$ cat config.mk
export PLATFORM = sky130hd
export DESIGN_NAME = ppi_bus_arbiter
export DESIGN_NICKNAME = d
export VERILOG_FILES = /design/src/rtl/ppi_bus_arbiter.sv
export SDC_FILE = /design/constraint.sdc
export NUM_CORES = 1
export LEC_CHECK = 0
export CORE_UTILIZATION = 35
export CTS_CLUSTER_DIAMETER = 200
export DETAILED_ROUTE_END_ITERATION = 8
export DONT_BUFFER_PORTS = 1
export GPL_ROUTABILITY_DRIVEN = 0
export PLACE_DENSITY = 0.56
export SYNTH_ARGS = -nofsm -noshare
export SYNTH_HDL_FRONTEND = slang
export SYNTH_SLANG_ARGS = --single-unit
$ cat constraint.sdc
create_clock -name clk -period 1.9 [get_ports clk]
set_input_delay 0.38 -clock clk [delete_from_list [all_inputs] [get_ports clk]]
set_output_delay 0.38 -clock clk [all_outputs]
set_load 0.01 [all_outputs]
$ cat src/rtl/ppi_bus_arbiter.sv
// ppi_bus_arbiter: shares the 8255 PPI CPU-side bus between the Z80 decoder (cpu) and an
// auxiliary master (aux). Arbitrates in IDLE, latches the winning request, then runs a
// SETUP / STROBE / HOLD / DONE sequence on csn/rdn/wrn and returns a one-cycle ack.
module ppi_bus_arbiter #(
  parameter int unsigned STROBE_CYCLES = 2,
  parameter bit          CPU_PRIORITY  = 1'b0
) (
  input  logic       clk,
  input  logic       rst,
  input  logic       cpu_req,
  input  logic       cpu_we,
  input  logic [1:0] cpu_addr,
  input  logic [7:0] cpu_wdata,
  output logic       cpu_ack,
  output logic [7:0] cpu_rdata,
  input  logic       aux_req,
  input  logic       aux_we,
  input  logic [1:0] aux_addr,
  input  logic [7:0] aux_wdata,
  output logic       aux_ack,
  output logic [7:0] aux_rdata,
  output logic [1:0] ppi_addr,
  output logic [7:0] ppi_din,
  input  logic [7:0] ppi_dout,
  output logic       ppi_csn,
  output logic       ppi_rdn,
  output logic       ppi_wrn,
  output logic       busy
);

  localparam logic [3:0] StrobeLoad = 4'(STROBE_CYCLES);

  typedef enum logic [2:0] {StIdle, StSetup, StStrobe, StHold, StDone} state_e;

  state_e     state_q, state_d;
  logic [3:0] cnt_q, cnt_d;
  logic       owner_q, owner_d;  // 1 = aux owns the current transaction
  logic       last_q, last_d;    // 1 = aux received the most recent grant
  logic       we_q, we_d;
  logic [1:0] addr_q, addr_d;
  logic [7:0] wdata_q, wdata_d;
  logic [7:0] cpu_rdata_q, cpu_rdata_d;
  logic [7:0] aux_rdata_q, aux_rdata_d;
  logic       grant_aux;

  // State and datapath registers; reset leaves last_q = aux so cpu wins the first tie.
  always_ff @(posedge clk or posedge rst) begin
    if (rst) begin
      state_q     <= StIdle;
      cnt_q       <= 4'd0;
      owner_q     <= 1'b0;
      last_q      <= 1'b1;
      we_q        <= 1'b0;
      addr_q      <= 2'd0;
      wdata_q     <= 8'd0;
      cpu_rdata_q <= 8'd0;
      aux_rdata_q <= 8'd0;
    end else begin
      state_q     <= state_d;
      cnt_q       <= cnt_d;
      owner_q     <= owner_d;
      last_q      <= last_d;
      we_q        <= we_d;
      addr_q      <= addr_d;
      wdata_q     <= wdata_d;
      cpu_rdata_q <= cpu_rdata_d;
      aux_rdata_q <= aux_rdata_d;
    end
  end

  // Next-state logic: arbitration, request latching, strobe timing and read capture.
  always_comb begin
    state_d     = state_q;
    cnt_d       = cnt_q;
    owner_d     = owner_q;
    last_d      = last_q;
    we_d        = we_q;
    addr_d      = addr_q;
    wdata_d     = wdata_q;
    cpu_rdata_d = cpu_rdata_q;
    aux_rdata_d = aux_rdata_q;

    // On a tie, round-robin picks whoever did not win last time.
    if (cpu_req && aux_req) begin
      grant_aux = CPU_PRIORITY ? 1'b0 : ~last_q;
    end else begin
      grant_aux = aux_req;
    end

    unique case (state_q)
      StIdle: begin
        if (cpu_req || aux_req) begin
          state_d = StSetup;
          owner_d = grant_aux;
          last_d  = grant_aux;
          we_d    = grant_aux ? aux_we    : cpu_we;
          addr_d  = grant_aux ? aux_addr  : cpu_addr;
          wdata_d = grant_aux ? aux_wdata : cpu_wdata;
        end
      end
      StSetup: begin
        state_d = StStrobe;
        cnt_d   = StrobeLoad;
      end
      StStrobe: begin
        if (cnt_q <= 4'd1) begin
          state_d = StHold;
          if (!we_q) begin
            if (owner_q) aux_rdata_d = ppi_dout;
            else         cpu_rdata_d = ppi_dout;
          end
        end else begin
          cnt_d = cnt_q - 4'd1;
        end
      end
      StHold:  state_d = StDone;
      StDone:  state_d = StIdle;
      default: state_d = StIdle;
    endcase
  end

  // Outputs decoded from state so an asynchronous reset clears them at once.
  always_comb begin
    ppi_csn   = ~(state_q == StSetup || state_q == StStrobe || state_q == StHold);
    ppi_rdn   = ~(state_q == StStrobe && !we_q);
    ppi_wrn   = ~(state_q == StStrobe && we_q);
    cpu_ack   = (state_q == StDone) && !owner_q;
    aux_ack   = (state_q == StDone) && owner_q;
    busy      = (state_q != StIdle);
    ppi_addr  = addr_q;
    ppi_din   = wdata_q;
    cpu_rdata = cpu_rdata_q;
    aux_rdata = aux_rdata_q;
  end

endmodule

After elaboration in Yosys (flattened, before gate mapping)
Cells that the tools add are included.
{ "op_classes": {"eq_ne": 7, "n_bitwise": 6, "n_reduce_logical": 18, "magnitude_cmp": 1, "n_mux": 9, "addsub": 1} }
{ "ops": {"columns": ["operator", "n"], "rows": [
  ["$pmux W3 S4", 1],
  ["$mux W8", 1],
  ["$pmux W4 S2", 1],
  ["$reduce_and A4 Y1", 2],
  ["$eq A3 B2 Y1 const B", 2],
  ["$mux W3", 2],
  ["$ne A2 B2 Y1 const B", 3],
  ["$not A1 Y1", 6],
  ["$reduce_and A2 Y1", 3],
  ["$logic_and A1 B1 Y1", 5],
  ["$le A4 B1 Y1 const B", 1],
  ["$mux W4", 1],
  ["$sub A4 B1 Y4 const B", 1],
  ["$eq A3 B1 Y1 const B", 1],
  ["$eq A3 B3 Y1 const B", 1],
  ["$logic_not A3 Y1", 1],
  ["$logic_or A1 B1 Y1", 3],
  ["$reduce_bool A3 Y1", 1],
  ["$logic_not A1 Y1", 2],
  ["$mux W1", 2],
  ["$mux W2", 1],
  ["$reduce_bool A2 Y1", 1]
]} }
{ "word_totals": {"output_inout_bits": 32, "ff_bits": 36} }

Depth between registers and ports, before layout
Gate-level depths: netlist of run 1.
{ "depth": {"ltp_word": 4, "mapped_depth": 6} }

Worst setup path after synthesis of run 1
No wires, ideal clock.
{ "synth_timing": {"path_kind": "reg-to-reg", "startpoint": "register state_q[2]", "endpoint": "register aux_rdata_q[0], in the netlist aux_rdata[0]", "path_slack_ps": -187, "synth_period_minus_slack_ps": 2087, "setup_ps": 125, "arrival_time_ps": 1962, "stages_incl_launch_ff": 5, "path_cell_list": "dfrtp_1 -> or4b_4 -> or4_1 -> buf_6 -> mux2_4"} }
{ "synth_between": {"elab_chain_len": 2} }
{ "synth_lines": {"columns": ["item", "line", "rtl"], "rows": [
  ["from (decl)", "35", "state_e state_q, state_d;"],
  ["from (signal assigned)", "49", "state_q <= StIdle;"],
  ["from (signal assigned)", "59", "state_q <= state_d;"],
  ["$eq A3 B2 Y1", "90", "unique case (state_q)"],
  ["$reduce_and A4 Y1 (no source line)", null, null],
  ["to (signal assigned)", "67", "aux_rdata_q <= aux_rdata_d;"],
  ["to (decl)", "43", "logic [7:0] aux_rdata_q, aux_rdata_d;"]
]} }
Every way passes these cells.
A chain may end at the register's enable or synchronous reset.

Worst setup path after layout of run 1
{ "layout_timing": {"startpoint": "register state_q[2]", "endpoint": "register aux_rdata_q[2], in the netlist aux_rdata[2]"} }
Same word-level chain as after synthesis.

==> results of run 1 <==
==> state kept, by name (all words and copies together) (netlist names) <==
register and flops:
ppi_din 8, owner_q 1, last_q 1, state_q 3, cpu_rdata 8, cnt_q 4, we_q 1, ppi_addr 2
aux_rdata 8
==> metal layers <==
layer / part of all wire / routed length [um] / global-route usage
met5: 0 / 0 / 0
met4: 0.017 / 57 / 0.05664
met3: 0.097 / 335 / 0.06528
met2: 0.49 / 1675 / 0.2243
met1: 0.40 / 1369 / 0.1558
==> what timing repair did <==
item / in CTS / in global routing
hold buffers: 0 / 0
endpoints found under the setup margin: 10 / 13
gates resized for setup: 0 / 1
setup buffers: 1 / 0
cloned: 0 / 0
pin swaps: 3 / 1
hold endpoints to repair: 0 / 0
==> kinds of logic (layout without fill, tap and decap cells) <==
group | Yosys count | in the layout | synth area share
mux | 41 | 41 | 0.2863
flops | 36 | 36 | 0.5267
simple gates | 20 | 20 | 0.07305
compound gates | 15 | 15 | 0.06355
buf+inv | 12 | 36 | 0.03068
fa+ha+maj | 2 | 2 | 0.01461
xor+xnor | 1 | 1 | 0.005114
==> placed cells by master (no fill, tap or decap), types with 2 or more instances in the layout <==
cell type  synthesis  final
mux2_4             8     14
nand3_1            2      2
ha_1               2      2
or3_1              2      2
a21oi_1            3      3
mux2_2            32     26
inv_1              7      7
o2111a_1           2      2
dfrtp_1           35     35
buf_4              0     20
nor4_1             2      2
nor2_1             7      6
o21ai_0            4      4
clkbuf_8           0      7
==> path summary, 6_finish.rpt <==
path	from	end	slack (ps)
min in group clk	ppi_dout[4]	aux_rdata[4]	250
worst min-delay path	rst	aux_rdata[6]	80
max in group asynchronous	rst	last_q	1460
worst max-delay path	state_q[2]	aux_rdata[2]	-100
worst min register to register	state_q[2]	state_q[1]	570
worst max register to register	state_q[2]	aux_rdata[2]	-100
==> per-stage QoR <==
step	total power, mW	hold WS (ps)	cells	setup slack (ps)	TNS [ps]
CTS	3.653	99.28	218	-129.0	-967.6
floorplan	2.546	504.0	127	-147.1	-2017
global placement	2.982	393.4	209	-103.9	-824.6
finish	3.624	77.73	218	-102.1	-773.2
detailed placement	3.047	403.7	209	-155.1	-1176
global route	3.868	107.5	218	-132.9	-1039
==> final cells by class <==
class	instances	share of cell area
clock buffer	8	0.04837
sequential	36	0.4359
tap	67	0.04051
timing repair buffer	21	0.08223
multi-input combinational	79	0.3803
inverter	7	0.01270
==> critical path, delay by kind of cell (launching register included) <==
kind          cells  cell delay [ps]
flops             1              380
simple gates      2             1180
mux               1              330
==> cell usage after synthesis, types with 2 or more instances <==
library cell  count  area [sq um]
a21oi_1           3         15.01
clkbuf_1          4         15.01
dfrtp_1          35         875.8
ha_1              2         25.02
inv_1             7         26.28
mux2_2           32         360.4
mux2_4            8         120.1
nand3_1           2         10.01
nor2_1            7         26.28
nor4_1            2         12.51
o2111a_1          2         22.52
o21ai_0           4         20.02
or3_1             2         12.51
==> power by group through the flow <==
stage	registers [mW]	logic, mW	clock network (mW)
2_1_floorplan	1.53	1.02	0
3_3_place_gp	1.55	1.43	0
3_5_place_dp	1.56	1.48	0
4_1_cts	1.56	1.50	0.596
5_1_grt	1.60	1.63	0.631
6_report	1.55	1.49	0.582
==> metrics.md, run 1 <==
| Metric | Value |
|---|---|
| Min Tclk post-route | 2002 ps |
| # DRC | 0 |
| Final wirelength | 3.438 mm |
| Die Y | 71.96 um |
| Count of final hold-check violations | 0 |
| Switch Pwr | 1.274 mW |
| Reg power frac | 0.428 |
| Largest net degree at the start of global routing | 37 |
| Worst Max-Slew Pin Slew | 446.6 ps |
| Antenna diodes | 0 |
| Vias in the first global route | 1,167 |
| Internal | 2.350 mW |
| Root Buffer Master | clkbuf_8 |
| DR iter-0 viols | 48 |
| Fin nets | 186 |
| CTS buffer count | 5 |
| Library cells used by synthesis | 30 |
| Worst-path clk slew | 70 ps |
| PnR worst setup slack | -102.1 ps |
| Fin util | 0.4381 |
| Slew margin rel. | 0.7022 |
| DR WL/cell | 15.77 um |
| Sw frac | 0.3516 |
| Setup violations, final | 8 |
| Syn Inst Count | 127 |
| Die Span X | 71.96 um |
| Synth Warn # | 0 |
| FILL cells | 437 |
| Peak VDD IR | 0.7092 mV |
| Critical Path RT | 2060 ps |
| Critical path's slowest cell | or4_4 |
| Post-DP HPWL | 2.592 mm |
| Post-route cell area | 2069 sq um |
| Hold WC Path Type | input pin to asynchronous set/reset pin |
| Gr usage total | 0.1377 |
| Leak | 0.9381 nW |
| Max Clk Rate | 0.4995 GHz |
| Crit Path Category | flip-flop to flip-flop |
| Worst Setup End Kind | flip-flop |
| #FFs+latches synth | 36 |
| Clock Latency Late Sink | 280 ps |
| I/O pin cnt | 66 |
| Antenna Nets Post-Route | 0 |
| RSZ-0062 raised after global routing | yes |
| Via density per instance | 5.069 |
| Initial antenna violation count | 0 |
| Total Die Area | 5178 sq um |
| Share of synthesized flip-flops with an asynchronous set or reset | 1.000 |
| Max-cap violations | 0 |
| Clock network power share | 0.160 |
| Clk sink count | 36 |
| Final Cycle Share | 1.054 |
| Sequential share of the synthesized area | 0.5267 |
| CTS tree | done |
| FF-to-FF path depth | 3 |
| Mean post-synth cell area | 13.49 sq um |
| Cell Area, Placed | 1959 sq um |
| Logic gate share of total power | 0.412 |
| Pre-antenna DRT Iters | 4 |
| Synth Flop Type | dfrtp_1 |
| Status | finished, violations left |
| CP Cell Sequence | or4b_4 -> or4_4 -> mux2_4 |
| Clock skew | 5.630 ps |
| Worst-path fanout max | 8 |
| Crit start category | flip-flop |
| Area of the core | 4723 sq um |
| Power per Cell Area | 1751 nW/um^2 |
| Worst EP arrival | 2160 ps |
| Layout area overhead | 20.82% |
| Post-synth EDFFs | 0 |
| I/O Buffers | 0 |
| Failing checks | setup timing |
| Cell area after synthesis | 1713 sq um |
| FF/Latch Area | 902.1 sq um |
| CP peak stage delay | 640 ps |
| Post-synth net total | 163 |
| Starting Density | 0.3626 |
| Detailed-route via count | 1,105 |
| Combined area of the multi-input logic cells | 787.0 sq um |
| Share of cells above drive strength 1 | 0.4834 |
| Total gr overflow | 0 |
| H-tree depth | 2 |
| Cell Rows | 25 |
| Slew Limit Fails | 0 |
| First-pass GRT wire length | 5.451 mm |
| Clock tree buffer depth | 2 |
Note: power is estimated with default switching activity, not from simulation.
==> run 2, diff against run 1 <==
CAP_MARGIN = 20   (was unset)
CORE_UTILIZATION = 30   (was 35)
DONT_BUFFER_PORTS = unset   (was 1)
PLACE_DENSITY = 0.66   (was 0.56)
==> metrics.md, run 2 (synthesized netlist as in run 1, its figures left out) <==
| Metric | Value |
|---|---|
| Slew margin rel. | 0.7770 |
| FILL cells | 489 |
| Crit Path Category | flip-flop to flip-flop |
| Hold Buf Count CTS | 0 |
| Hold WC Path Type | input pin to asynchronous set/reset pin |
| CTS buffer count | 5 |
| Post-DP HPWL | 2.817 mm |
| Total Die Area | 6016 sq um |
| DR WL/cell | 13.36 um |
| Setup violations, final | 16 |
| Worst Setup End Kind | flip-flop |
| Power per Cell Area | 1586 nW/um^2 |
| Post-route cell area | 2711 sq um |
| Most common cell after layout, fill and taps aside | clkdlybuf4s50_1 |
| Clock Latency Late Sink | 280 ps |
| Worst EP arrival | 2170 ps |
| Final Cycle Share | 1.054 |
| Starting Density | 0.3111 |
| Crit path max-delay family | simple AND/OR/NAND/NOR gates |
| Count of final hold-check violations | 0 |
| H-tree depth | 2 |
| Layout area overhead | 58.29% |
| Reg-to-reg setup timing slack | -100 ps |
| Gr usage total | 0.1389 |
| Worst-path fanout max | 8 |
| I/O pin cnt | 66 |
| RSZ-0062 raised after global routing | yes |
| Fin nets | 248 |
| Total gr overflow | 0 |
| PnR worst setup slack | -103.1 ps |
| CP Cell Sequence | or4b_4 -> or4_4 -> mux2_4 |
| Max-cap violations | 0 |
| Critical path's slowest cell | or4_4 |
| Antenna diodes | 0 |
| Max Clk Rate | 0.4992 GHz |
| First-pass GRT wire length | 6.568 mm |
| Cell Rows | 27 |
| Final wirelength | 3.808 mm |
| Critical R2R Launch | state_q[2] |
| CTS tree | done |
| Clk sink count | 36 |
| Min Tclk post-route | 2003 ps |
| Via density per instance | 4.625 |
| Crit start category | flip-flop |
| Share of cells above drive strength 1 | 0.3380 |
| Peak VDD IR | 0.6142 mV |
| Initial antenna violation count | 0 |
| Die Y | 77.56 um |
| Commonest cells after routing, fill and taps aside | 59 x clkdlybuf4s50_1, 35 x dfrtp_1, 26 x mux2_2 |
| Clock tree buffer depth | 2 |
| Root Buffer Master | clkbuf_8 |
| Total Power | 4.300 mW |
| Clock skew | 3.462 ps |
| Die Span X | 77.56 um |
| Detailed-route via count | 1,318 |
| Pre-antenna DRT Iters | 4 |
| Leak | 1.187 nW |
| # DRC | 0 |
| Area of the core | 5507 sq um |
| Critical Path RT | 2070 ps |
| FF-to-FF End | aux_rdata[3] |
| TNS Setup | -908.0 ps |
| FF-to-FF path depth | 3 |
| Setup bufs post-CTS | 0 |
| Largest net degree at the start of global routing | 37 |
| Crit path buf inv count | 0 |
| Antenna Nets Post-Route | 0 |
| Worst Max-Slew Pin Slew | 333.2 ps |
| I/O Buffers | 65 |
| Vias in the first global route | 1,336 |
| Place WS | -143.3 ps |
| Fin util | 0.4924 |
| CP peak stage delay | 640 ps |
| Slew Limit Fails | 0 |
| Status | finished, violations left |
| DR iter-0 viols | 35 |
| Failing checks | setup timing |
| Cell Area, Placed | 2614 sq um |
| Worst-path clk slew | 70 ps |
## run 2: cell types whose count changed in the layout (fill, tap and decap cells not counted), sizes merged
| cell | before | now |
|---|---|---|
| clkinvlp | 0 | 1 |
| clkbuf | 8 | 7 |
| dlygate4sd2 | 0 | 3 |
| buf | 21 | 18 |
| clkinv | 0 | 1 |
| bufinv | 0 | 1 |
| clkdlybuf4s15 | 0 | 1 |
| clkdlybuf4s50 | 0 | 59 |
## run 2: metal layers
layer,part of all wire,global-route usage,up-vias
li1,-,-,629
met1,0.47,0.1849,634
met2,0.47,0.2204,51
met3,0.056,0.03765,4
met4,0.0071,0.03962,0
met5,0,0,-
## run 2: what timing repair did
item                       CTS  global route
setup endpoints to repair   22            19
resized for setup            8             3
pin swaps                    2             2
## run 2: how the worst max path moves through the flow
stage | from | endpoint | depth (start not counted)
after floorplan | state_q[2] | aux_rdata[0] | 4
after global placement | we_q | aux_rdata[7] | 3
after detailed placement | aux_req | ppi_din[7] | 5
after CTS | state_q[2] | aux_rdata[3] | 3
after global routing | state_q[2] | aux_rdata[3] | 3
final | state_q[2] | aux_rdata[3] | 3
## run 2: power breakdown
group	leakage, nW	switching [mW]	total (mW)	internal (mW)
combinational	0.699	0.854	2.23	1.38
sequential	0.435	0.237	1.40	1.16
clock	0.0541	0.282	0.670	0.388
## run 2: layout make-up
| type | count | area [sq um] | share of cell area |
|---|---|---|---|
| flip-flops and latches | 36 | 902.1 | 0.3327 |
| repair buffers | 83 | 797.0 | 0.2940 |
| multi-input cells | 79 | 784.5 | 0.2893 |
| well taps | 72 | 90.09 | 0.03323 |
| clock buffers | 5 | 68.82 | 0.02538 |
| clock inverters | 3 | 42.54 | 0.01569 |
| inverters | 7 | 26.28 | 0.009691 |
## run 2: per-stage QoR
stage	hold slack, ps	instances
floorplan	504.0	127
global placement	490.6	277
detailed placement	494.8	277
CTS	455.9	285
global route	476.0	285
finish	454.5	285
## run 2: worst reg2reg max path, delay by kind of cell, from the launching register on
| kind | cells | cell delay (ps) |
|---|---|---|
| DFF | 1 | 380 |
| muxes | 1 | 340 |
| and+or+nand+nor | 2 | 1170 |
